==> config.mk <==
export PLATFORM = sky130hd
export DESIGN_NAME = camera_capture_ctrl
export DESIGN_NICKNAME = d
export VERILOG_FILES = /design/src/rtl/camera_capture_ctrl.sv
export SDC_FILE = /design/constraint.sdc
export NUM_CORES = 1
export LEC_CHECK = 0
export CAP_MARGIN = 10
export CORE_MARGIN = 2
export CORE_UTILIZATION = 49
export CTS_CLUSTER_SIZE = 25
export DETAILED_ROUTE_END_ITERATION = 12
export PLACE_DENSITY = 0.77
export SLEW_MARGIN = 5
export SYNTH_ARGS = -nofsm -noshare
export SYNTH_HDL_FRONTEND = slang
export SYNTH_SLANG_ARGS = --single-unit
==> constraint.sdc <==
create_clock -name clk -period 2.59 [get_ports clk]
set_input_delay 0.6475 -clock clk [delete_from_list [all_inputs] [get_ports clk]]
set_output_delay 0.6475 -clock clk [all_outputs]
set_load 0.03 [all_outputs]
==> src/rtl/camera_capture_ctrl.sv <==
// Camera parallel-port capture controller: turns FVAL/LVAL-framed video into a
// valid/sop/eop pixel stream, with an Avalon-MM control, status and measurement block.
`timescale 1ns/1ps
module camera_capture_ctrl #(
    parameter int DATA_W = 12,
    parameter int CNT_W  = 12
) (
    input  logic              clk,
    input  logic              reset,
    input  logic [DATA_W-1:0] cam_d,
    input  logic              cam_fval,
    input  logic              cam_lval,
    input  logic [2:0]        avs_address,
    input  logic              avs_read,
    input  logic              avs_write,
    input  logic [31:0]       avs_writedata,
    output logic [31:0]       avs_readdata,
    output logic [DATA_W-1:0] pix_data,
    output logic              pix_valid,
    output logic              pix_sop,
    output logic              pix_eop,
    input  logic              pix_ready,
    output logic              irq
);

    typedef enum logic [1:0] {
        ST_IDLE     = 2'd0,
        ST_ARM      = 2'd1,
        ST_WAIT_SOF = 2'd2,
        ST_CAPTURE  = 2'd3
    } state_t;

    localparam logic [2:0] ADDR_CTRL   = 3'd0;
    localparam logic [2:0] ADDR_STATUS = 3'd1;
    localparam logic [2:0] ADDR_WIDTH  = 3'd2;
    localparam logic [2:0] ADDR_HEIGHT = 3'd3;
    localparam logic [2:0] ADDR_FCNT   = 3'd4;
    localparam logic [2:0] ADDR_MEAS   = 3'd5;

    localparam logic [CNT_W-1:0] CNT_ZERO = {CNT_W{1'b0}};
    localparam logic [CNT_W-1:0] CNT_ONE  = {{(CNT_W-1){1'b0}}, 1'b1};

    // Counters stick at all-ones instead of wrapping so oversize input stays detectable.
    function automatic logic [CNT_W-1:0] sat_inc(input logic [CNT_W-1:0] v);
        if (&v) begin
            sat_inc = v;
        end else begin
            sat_inc = v + CNT_ONE;
        end
    endfunction

    // Input stage and edge-detect history
    logic [DATA_W-1:0] d_r;
    logic              fval_r, lval_r, fval_d_r, lval_d_r;
    logic              fval_rise_s, fval_fall_s, lval_fall_s;

    // Register file
    logic              cont_r, irq_en_r;
    logic              done_r, size_err_r, ovf_r;
    logic [CNT_W-1:0]  width_r, height_r;
    logic [CNT_W-1:0]  shadow_w_r, shadow_h_r;
    logic [15:0]       frame_cnt_r, frame_cnt_nxt_s;
    logic [CNT_W-1:0]  meas_pix_r, meas_line_r;
    logic [31:0]       rd_mux_s, avs_readdata_r;

    // Capture datapath
    logic [CNT_W-1:0]  pix_cnt_r, line_cnt_r, lines_done_s;
    logic [DATA_W-1:0] pix_data_r;
    logic              pix_valid_r, pix_sop_r, pix_eop_r, irq_r;
    state_t            state_r, state_nxt_s;

    logic              wr_ctrl_s, wr_status_s, start_s, abort_s;
    logic [3:0]        w1c_s;
    logic              busy_s, in_capture_s, pixel_s, in_bounds_s, fwd_s;
    logic              first_s, last_s, line_end_s, frame_end_s, size_err_set_s;
    logic              unused_wdata_s;

    assign wr_ctrl_s   = avs_write & (avs_address == ADDR_CTRL);
    assign wr_status_s = avs_write & (avs_address == ADDR_STATUS);
    assign start_s     = wr_ctrl_s & avs_writedata[0];
    assign abort_s     = wr_ctrl_s & avs_writedata[3];
    assign w1c_s       = wr_status_s ? avs_writedata[3:0] : 4'd0;
    assign unused_wdata_s = ^avs_writedata[31:CNT_W];

    assign fval_rise_s = fval_r & ~fval_d_r;
    assign fval_fall_s = ~fval_r & fval_d_r;
    assign lval_fall_s = ~lval_r & lval_d_r;

    assign busy_s       = (state_r != ST_IDLE);
    assign in_capture_s = (state_r == ST_CAPTURE);
    assign pixel_s      = in_capture_s & lval_r;
    assign in_bounds_s  = (pix_cnt_r < shadow_w_r) & (line_cnt_r < shadow_h_r);
    // An abort in the same cycle suppresses the pixel so no eop can leak out.
    assign fwd_s        = pixel_s & in_bounds_s & ~abort_s;
    assign first_s      = (pix_cnt_r == CNT_ZERO) & (line_cnt_r == CNT_ZERO);
    assign last_s       = (pix_cnt_r == shadow_w_r - CNT_ONE) & (line_cnt_r == shadow_h_r - CNT_ONE);
    assign line_end_s   = in_capture_s & lval_fall_s;
    assign frame_end_s  = in_capture_s & fval_fall_s & ~abort_s;
    assign lines_done_s = line_end_s ? sat_inc(line_cnt_r) : line_cnt_r;

    assign size_err_set_s = (pixel_s & ~in_bounds_s)
                          | (line_end_s & (pix_cnt_r != shadow_w_r))
                          | (frame_end_s & (lines_done_s != shadow_h_r));

    assign frame_cnt_nxt_s = frame_end_s ? (frame_cnt_r + 16'd1) : frame_cnt_r;

    // Camera input register stage and previous-value history for edge detection
    always_ff @(posedge clk) begin
        if (reset) begin
            d_r      <= {DATA_W{1'b0}};
            fval_r   <= 1'b0;
            lval_r   <= 1'b0;
            fval_d_r <= 1'b0;
            lval_d_r <= 1'b0;
        end else begin
            d_r      <= cam_d;
            fval_r   <= cam_fval;
            lval_r   <= cam_lval;
            fval_d_r <= fval_r;
            lval_d_r <= lval_r;
        end
    end

    // FSM state register
    always_ff @(posedge clk) begin
        if (reset) begin
            state_r <= ST_IDLE;
        end else begin
            state_r <= state_nxt_s;
        end
    end

    // FSM next-state logic; ARM waits out any frame already in progress
    always_comb begin
        state_nxt_s = state_r;
        if (abort_s) begin
            state_nxt_s = ST_IDLE;
        end else begin
            case (state_r)
                ST_IDLE: begin
                    if (start_s && (width_r != CNT_ZERO) && (height_r != CNT_ZERO)) begin
                        state_nxt_s = ST_ARM;
                    end else begin
                        state_nxt_s = ST_IDLE;
                    end
                end
                ST_ARM: begin
                    if (!fval_r) begin
                        state_nxt_s = ST_WAIT_SOF;
                    end else begin
                        state_nxt_s = ST_ARM;
                    end
                end
                ST_WAIT_SOF: begin
                    if (fval_rise_s) begin
                        state_nxt_s = ST_CAPTURE;
                    end else begin
                        state_nxt_s = ST_WAIT_SOF;
                    end
                end
                ST_CAPTURE: begin
                    if (fval_fall_s) begin
                        state_nxt_s = cont_r ? ST_WAIT_SOF : ST_IDLE;
                    end else begin
                        state_nxt_s = ST_CAPTURE;
                    end
                end
                default: state_nxt_s = ST_IDLE;
            endcase
        end
    end

    // CTRL, WIDTH/HEIGHT registers and the per-frame shadow copy
    always_ff @(posedge clk) begin
        if (reset) begin
            cont_r     <= 1'b0;
            irq_en_r   <= 1'b0;
            width_r    <= CNT_ZERO;
            height_r   <= CNT_ZERO;
            shadow_w_r <= CNT_ZERO;
            shadow_h_r <= CNT_ZERO;
        end else begin
            if (wr_ctrl_s) begin
                cont_r   <= avs_writedata[1];
                irq_en_r <= avs_writedata[2];
            end
            if (avs_write && (avs_address == ADDR_WIDTH)) begin
                width_r <= avs_writedata[CNT_W-1:0];
            end
            if (avs_write && (avs_address == ADDR_HEIGHT)) begin
                height_r <= avs_writedata[CNT_W-1:0];
            end
            if ((state_r == ST_WAIT_SOF) && fval_rise_s) begin
                shadow_w_r <= width_r;
                shadow_h_r <= height_r;
            end
        end
    end

    // Sticky status bits: a hardware set in the same cycle as a W1C clear wins
    always_ff @(posedge clk) begin
        if (reset) begin
            done_r     <= 1'b0;
            size_err_r <= 1'b0;
            ovf_r      <= 1'b0;
            irq_r      <= 1'b0;
        end else begin
            done_r     <= (done_r & ~w1c_s[1]) | frame_end_s;
            size_err_r <= (size_err_r & ~w1c_s[2]) | size_err_set_s;
            ovf_r      <= (ovf_r & ~w1c_s[3]) | (pix_valid_r & ~pix_ready);
            irq_r      <= irq_en_r & (done_r | size_err_r | ovf_r);
        end
    end

    // Pixel/line position counters and the frame counter
    always_ff @(posedge clk) begin
        if (reset) begin
            pix_cnt_r   <= CNT_ZERO;
            line_cnt_r  <= CNT_ZERO;
            frame_cnt_r <= 16'd0;
        end else begin
            frame_cnt_r <= frame_cnt_nxt_s;
            if (fval_rise_s) begin
                pix_cnt_r  <= CNT_ZERO;
                line_cnt_r <= CNT_ZERO;
            end else if (line_end_s) begin
                pix_cnt_r  <= CNT_ZERO;
                line_cnt_r <= sat_inc(line_cnt_r);
            end else if (pixel_s) begin
                pix_cnt_r  <= sat_inc(pix_cnt_r);
            end
        end
    end

    // Measured geometry of the last line and last completed frame
    always_ff @(posedge clk) begin
        if (reset) begin
            meas_pix_r  <= CNT_ZERO;
            meas_line_r <= CNT_ZERO;
        end else begin
            if (line_end_s) begin
                meas_pix_r <= pix_cnt_r;
            end
            if (frame_end_s) begin
                meas_line_r <= lines_done_s;
            end
        end
    end

    // Output stream register; no backpressure, an unaccepted pixel is simply replaced
    always_ff @(posedge clk) begin
        if (reset) begin
            pix_data_r  <= {DATA_W{1'b0}};
            pix_valid_r <= 1'b0;
            pix_sop_r   <= 1'b0;
            pix_eop_r   <= 1'b0;
        end else begin
            pix_valid_r <= fwd_s;
            pix_sop_r   <= fwd_s & first_s;
            pix_eop_r   <= fwd_s & last_s;
            if (fwd_s) begin
                pix_data_r <= d_r;
            end
        end
    end

    // Read-data multiplexer
    always_comb begin
        rd_mux_s = 32'd0;
        case (avs_address)
            ADDR_CTRL:   rd_mux_s[2:1] = {irq_en_r, cont_r};
            ADDR_STATUS: rd_mux_s[3:0] = {ovf_r, size_err_r, done_r, busy_s};
            ADDR_WIDTH:  rd_mux_s[CNT_W-1:0] = width_r;
            ADDR_HEIGHT: rd_mux_s[CNT_W-1:0] = height_r;
            ADDR_FCNT:   rd_mux_s[15:0] = frame_cnt_r;
            ADDR_MEAS: begin
                rd_mux_s[CNT_W-1:0]     = meas_pix_r;
                rd_mux_s[16+CNT_W-1:16] = meas_line_r;
            end
            default:     rd_mux_s = 32'd0;
        endcase
    end

    // Registered read data, one cycle after the read strobe
    always_ff @(posedge clk) begin
        if (reset) begin
            avs_readdata_r <= 32'd0;
        end else if (avs_read) begin
            avs_readdata_r <= rd_mux_s;
        end
    end

    assign avs_readdata = avs_readdata_r;
    assign pix_data     = pix_data_r;
    assign pix_valid    = pix_valid_r;
    assign pix_sop      = pix_sop_r;
    assign pix_eop      = pix_eop_r;
    assign irq          = irq_r;

endmodule
==> results of run 1 <==
worst paths after layout:
path	start	to
setup / recovery	line_cnt_r[1]	size_err_r
setup reg to reg	line_cnt_r[1]	size_err_r
hold / removal	d_r[9]	pix_data[9]
hold reg to reg	d_r[9]	pix_data[9]
cell usage after synthesis (20+ instances only):
cell type,count,area share
a22oi_1,26,0.022
nand2_1,166,0.072
inv_1,39,0.017
nor2b_1,28,0.020
a21oi_1,105,0.061
xnor2_1,44,0.044
ha_1,31,0.045
nand3_1,24,0.014
clkbuf_1,50,0.022
nor2_1,105,0.045
mux2i_1,20,0.023
dfxtp_1,179,0.41
o21ai_0,23,0.013
per-stage QoR:
stage / util / cells
4_1_cts: 0.6144 / 1405
2_1_floorplan: - / 1062
3_3_place_gp: 0.5804 / 1373
3_5_place_dp: 0.5804 / 1373
5_1_grt: 0.6155 / 1405
6_report: 0.6155 / 1405
critical path, stage by stage (launching register included):
cell	delay, ns
dfxtp_1	0.34
ha_1	0.18
nand2_1	0.08
or4_4	0.61
a31oi_4	0.25
o32a_2	0.19
o2111ai_1	0.13
nor3_1	0.38
a311oi_1	0.17
metal layers:
metal	vias up	routed length, um	GRT usage
met2	291	11190	0.4190
met1	3747	10310	0.3351
met5	-	0	0
met4	0	721	0.09908
met3	53	1500	0.05185
li1	3888	-	-
repair_timing:
| action | CTS | global route |
|---|---|---|
| resized for setup | 0 | 6 |
| setup buffers | 0 | 0 |
| setup endpoints to repair | 0 | 3 |
final cells by class:
class,count,area [um^2],area share
Sequential cell,179,3585,0.3367
Timing Repair Buffer,155,1366,0.1283
Inverter,40,150.1,0.01410
Tap cell,225,281.5,0.02644
Clock buffer,18,439.2,0.04125
Clock inverter,14,148.9,0.01399
Multi-Input combinational cell,774,4676,0.4392
power by group:
| part | total (uW) | switching (uW) | leakage [uW] | internal [uW] |
|---|---|---|---|---|
| Clock | 2600 | 1150 | 0.000285 | 1460 |
| Combinational | 260 | 153 | 0.00219 | 107 |
| Sequential | 2800 | 20.9 | 0.00145 | 2780 |
registers in the layout, indices dropped and copies added (netlist names), 2 cells and up:
signal        count
avs_readdata     28
d_r              12
frame_cnt_r      16
height_r         12
line_cnt_r       12
meas_line_r      12
meas_pix_r       12
pix_cnt_r        12
pix_data         12
shadow_h_r       12
shadow_w_r       12
state_r           2
width_r          12
kinds of logic after synthesis:
logic type,Yosys count
AO/OA/AOI/OAI,218
XOR/XNOR,60
other,1
multiplexers,25
AND/OR/NAND/NOR,436
buffers and inverters,109
flip-flops,179
adder cells (fa/ha/maj),31
==> metrics.txt, run 1 <==
CTS Buf Count 17; clock root cell clkbuf_16; Synth Area in Adders 0.04467; Final Cycle Share 0.9559; # DRC 0; worst ir drop on vdd 0.4569 mV; asr flop ratio synth 0; Slew @ Worst Pin 0.6016 ns; chip height 137.1 um; share of cells above drive strength 1 0.1153; via count 7979; antenna cell count 0; largest net degree at the start of global routing 77; Post-DP HPWL 17240 um; first-pass GRT wire length 37580 um; vias in the first global route 7447; PnR worst setup slack 0.1143 ns; Port Buffers 77; vias per cell 5.679; Hold Crit Depth 2; XOR/XNOR Fraction of Synth Area 0.06052; Netlist cell types 66; CTS Hold Buffers Added 0; Critical Path Sink Type flop; Design Area, Final 10650 um^2; Max-Cap Viols 0; Total GRT Usage 0.2572; status complete, no violations; r2r setup slk 0.11 ns; Hold Fails Final Rpt 0; Setup violations, final 0; Worst Skew 0.01087 ns; Setup CP Type flop to flop; EDFF count, synth 0; clock sink total 179; Slew Viols, Final 0; Max FO, Critical Path 6; Primary FF master, synth dfxtp_1; Reg2Reg Depth 8; Syn Std Cell Area 8683 um^2; commonest non-fill, non-tap cell in the layout dfxtp_1; drt wl/cell 16.89 um; Required @ worst endpoint 2.89 ns; mux contribution to synthesized area 0.03084; die footprint 18800 um^2; Setup Slack @ Placement -0.1219 ns; area grow syn2layout 22.61%; post-synthesis sequential area ratio 0.4127; grt ovf 0; Ys Warns 0; Clk Latency, worst-skew pair 0.44 ns; core area 17300 um^2; DIE WIDTH 137.1 um; Compound-Gate Fraction of Synth Area 0.1591; Clock transition at path regs 0.07 ns; Rows 48; largest family of logic cells by synthesized area simple AND/OR/NAND/NOR gates; syn avg cell area 8.200 um^2; f_max 403.9 MHz; DRT antenna net count 0; Placer Congestion 0.9507; Clock Path Buffers 2; Starting Density 0.5020; H-tree depth 4; Synth Area in Simple Gates 0.2395; Final #Nets 1252; fillcell total 1464; post-layout min period 2.476 ns; RSZ-0062 raised after global routing false; most frequent cells in the layout dfxtp_1 (178), nand2_1 (166), nor2_1 (105), a21oi_1 (105), buf_4 (78); final WL 23730 um; CTS tree done; I/O Pins 102; total power 5663 uW; Startpoint Class flop; Initial DRT Pass Iterations 6; Crit path arrival time 2.77 ns; placed inst area 10040 um^2; HP Class flop to flop; cells after synthesis 1059; pwr/cell area 531.9 nW/um^2; Pleak 0.003923 uW; DR iter-0 viols 738; antenna violations before repair 0; Min Hold Slack 0.4614 ns; flop and latch count out of synthesis 179; Max transition margin 0.5952; setup_tns 0 ns
Power figures use the tool's default switching activity.
==> run 2: changes to the inputs <==
--- a/config.mk
+++ b/config.mk
@@ -7,10 +7,10 @@
 export LEC_CHECK = 0
 export CAP_MARGIN = 10
 export CORE_MARGIN = 2
-export CORE_UTILIZATION = 49
+export CORE_UTILIZATION = 35
 export CTS_CLUSTER_SIZE = 25
 export DETAILED_ROUTE_END_ITERATION = 12
-export PLACE_DENSITY = 0.77
+export PLACE_DENSITY = 0.6
 export SLEW_MARGIN = 5
 export SYNTH_ARGS = -nofsm -noshare
 export SYNTH_HDL_FRONTEND = slang
==> metrics.txt, run 2 (same netlist as run 1, synthesis figures left out) <==
antenna cell count 0; fillcell total 2419; H-tree depth 4; drt wl/cell 16.59 um; via count 7821; Starting Density 0.3571; CTS Hold Buffers Added 0; clock root cell clkbuf_16; Final Cycle Share 0.9556; commonest non-fill, non-tap cell in the layout dfxtp_1; die footprint 26090 um^2; Critical Path Sink Type flop; status complete, no violations; HP Class flop to flop; core area 24320 um^2; global-route met3 utilization 0.03903; busiest grt layer met2; Total GRT Usage 0.1963; Final #Nets 1261; vias in the first global route 7602; share of cells above drive strength 1 0.1195; CP peak stage delay 0.56 ns; Setup CP Type flop to flop; Placer Congestion 0.8858; total power 5853 uW; Clock transition at path regs 0.07 ns; I/O Pins 102; DIE WIDTH 161.5 um; Crit path arrival time 2.85 ns; clock sink total 179; DRT antenna net count 0; Port Buffers 77; f_max 404.1 MHz; crit path cell chain or4_4 -> or4_1 -> nor3_2 -> xnor2_1 -> nand4_1 -> a2111oi_1 -> and4_1; Initial DRT Pass Iterations 6; CTS Buf Count 17; antenna violations before repair 0; Pleak 0.003982 uW; area of the multi-input gates 4668 um^2; final WL 25080 um; Hold Fails Final Rpt 0; chip height 161.5 um; # DRC 0; Largest register FFs 28; Max-Cap Viols 0; Slew @ Worst Pin 0.5876 ns; Design Area, Final 10860 um^2; area grow syn2layout 25.04%; Worst Skew 0.01801 ns; Clk Latency, worst-skew pair 0.44 ns; post-layout min period 2.475 ns; placed inst area 10220 um^2; Required @ worst endpoint 2.97 ns; FF+latch area 3585 um^2; CTS tree done; worst ir drop on vdd 0.3789 mV; DR iter-0 viols 567; Clock Path Buffers 2; Slew Viols, Final 0; Max FO, Critical Path 3; most frequent cells in the layout dfxtp_1 (178), nand2_1 (166), nor2_1 (105), a21oi_1 (105), buf_4 (88); grt ovf 0; Rows 57; first-pass GRT wire length 40810 um; met1 Use GR 0.2718; met2 usage 0.3114; Post-DP HPWL 18610 um; Startpoint Class flop; pwr/cell area 539.0 nW/um^2; largest net degree at the start of global routing 57; slowest CP cell or4_4; vias per cell 5.173; Max transition margin 0.6056; Util after Layout 0.4465; Setup violations, final 0
==> run 2: cell types whose count changed in the layout (fill, tap and decap cells not counted), sizes merged <==
cell,previous run,this run
clkinvlp,3,2
buf,79,88
clkinv,5,4
bufinv,2,4
inv,44,43
==> run 2: final cells by class <==
class                           count  area share
Inverter                           40     0.01383
Timing Repair Buffer              164      0.1309
Sequential cell                   179      0.3301
Clock inverter                     13     0.01832
Tap cell                          324     0.03734
Clock buffer                       18     0.03953
Multi-Input combinational cell    774      0.4299
==> run 2: power breakdown <==
| part | switching, uW | leakage [uW] | total, uW | internal, uW |
|---|---|---|---|---|
| registers | 21.4 | 0.00145 | 2800 | 2780 |
| clock network | 1160 | 0.000299 | 2790 | 1630 |
| logic | 155 | 0.00223 | 264 | 109 |
==> run 2: critical path: cells and delay by family, from the launching register on <==
family / cells / cell delay, ns
compound gates: 1 / 0.43
flops: 1 / 0.32
xor+xnor: 1 / 0.13
simple gates: 5 / 1.56
==> run 2: path summary, 6_finish.rpt <==
kind                 startpoint     endpoint  slack, ns  cells after the start
setup / recovery  shadow_h_r[3]      pix_eop       0.12                      7
hold / removal           d_r[9]  pix_data[9]       0.46                      2
setup reg to reg  shadow_h_r[3]      pix_eop       0.12                      7
hold reg to reg          d_r[9]  pix_data[9]       0.46                      2
==> run 2: routing by layer <==
metal / wire [um] / vias to the layer above / part of all wire
li1: - / 3900 / -
met1: 12060 / 3672 / 0.48
met2: 11380 / 212 / 0.45
met3: 1219 / 37 / 0.049
met4: 418 / 0 / 0.017
met5: 0 / - / 0
==> run 2: what timing repair did <==
| item | 4_1_cts | 5_1_grt |
|---|---|---|
| resized for setup | 0 | 6 |
| setup buffers | 0 | 0 |
| endpoints found under the setup margin | 0 | 3 |
==> run 2: through the flow <==
step                      instances  setup WS (ns)  hold slack, ns  setup TNS (ns)
after global placement         1481        -0.1175          0.4399          -1.717
after floorplan                1062         0.1433          0.4329               0
after detailed placement       1481        -0.1581          0.4505          -2.305
after global routing           1512      -0.003410          0.4814       -0.003695
after CTS                      1512        0.07332          0.4679               0
final                          1512         0.1151          0.4605               0
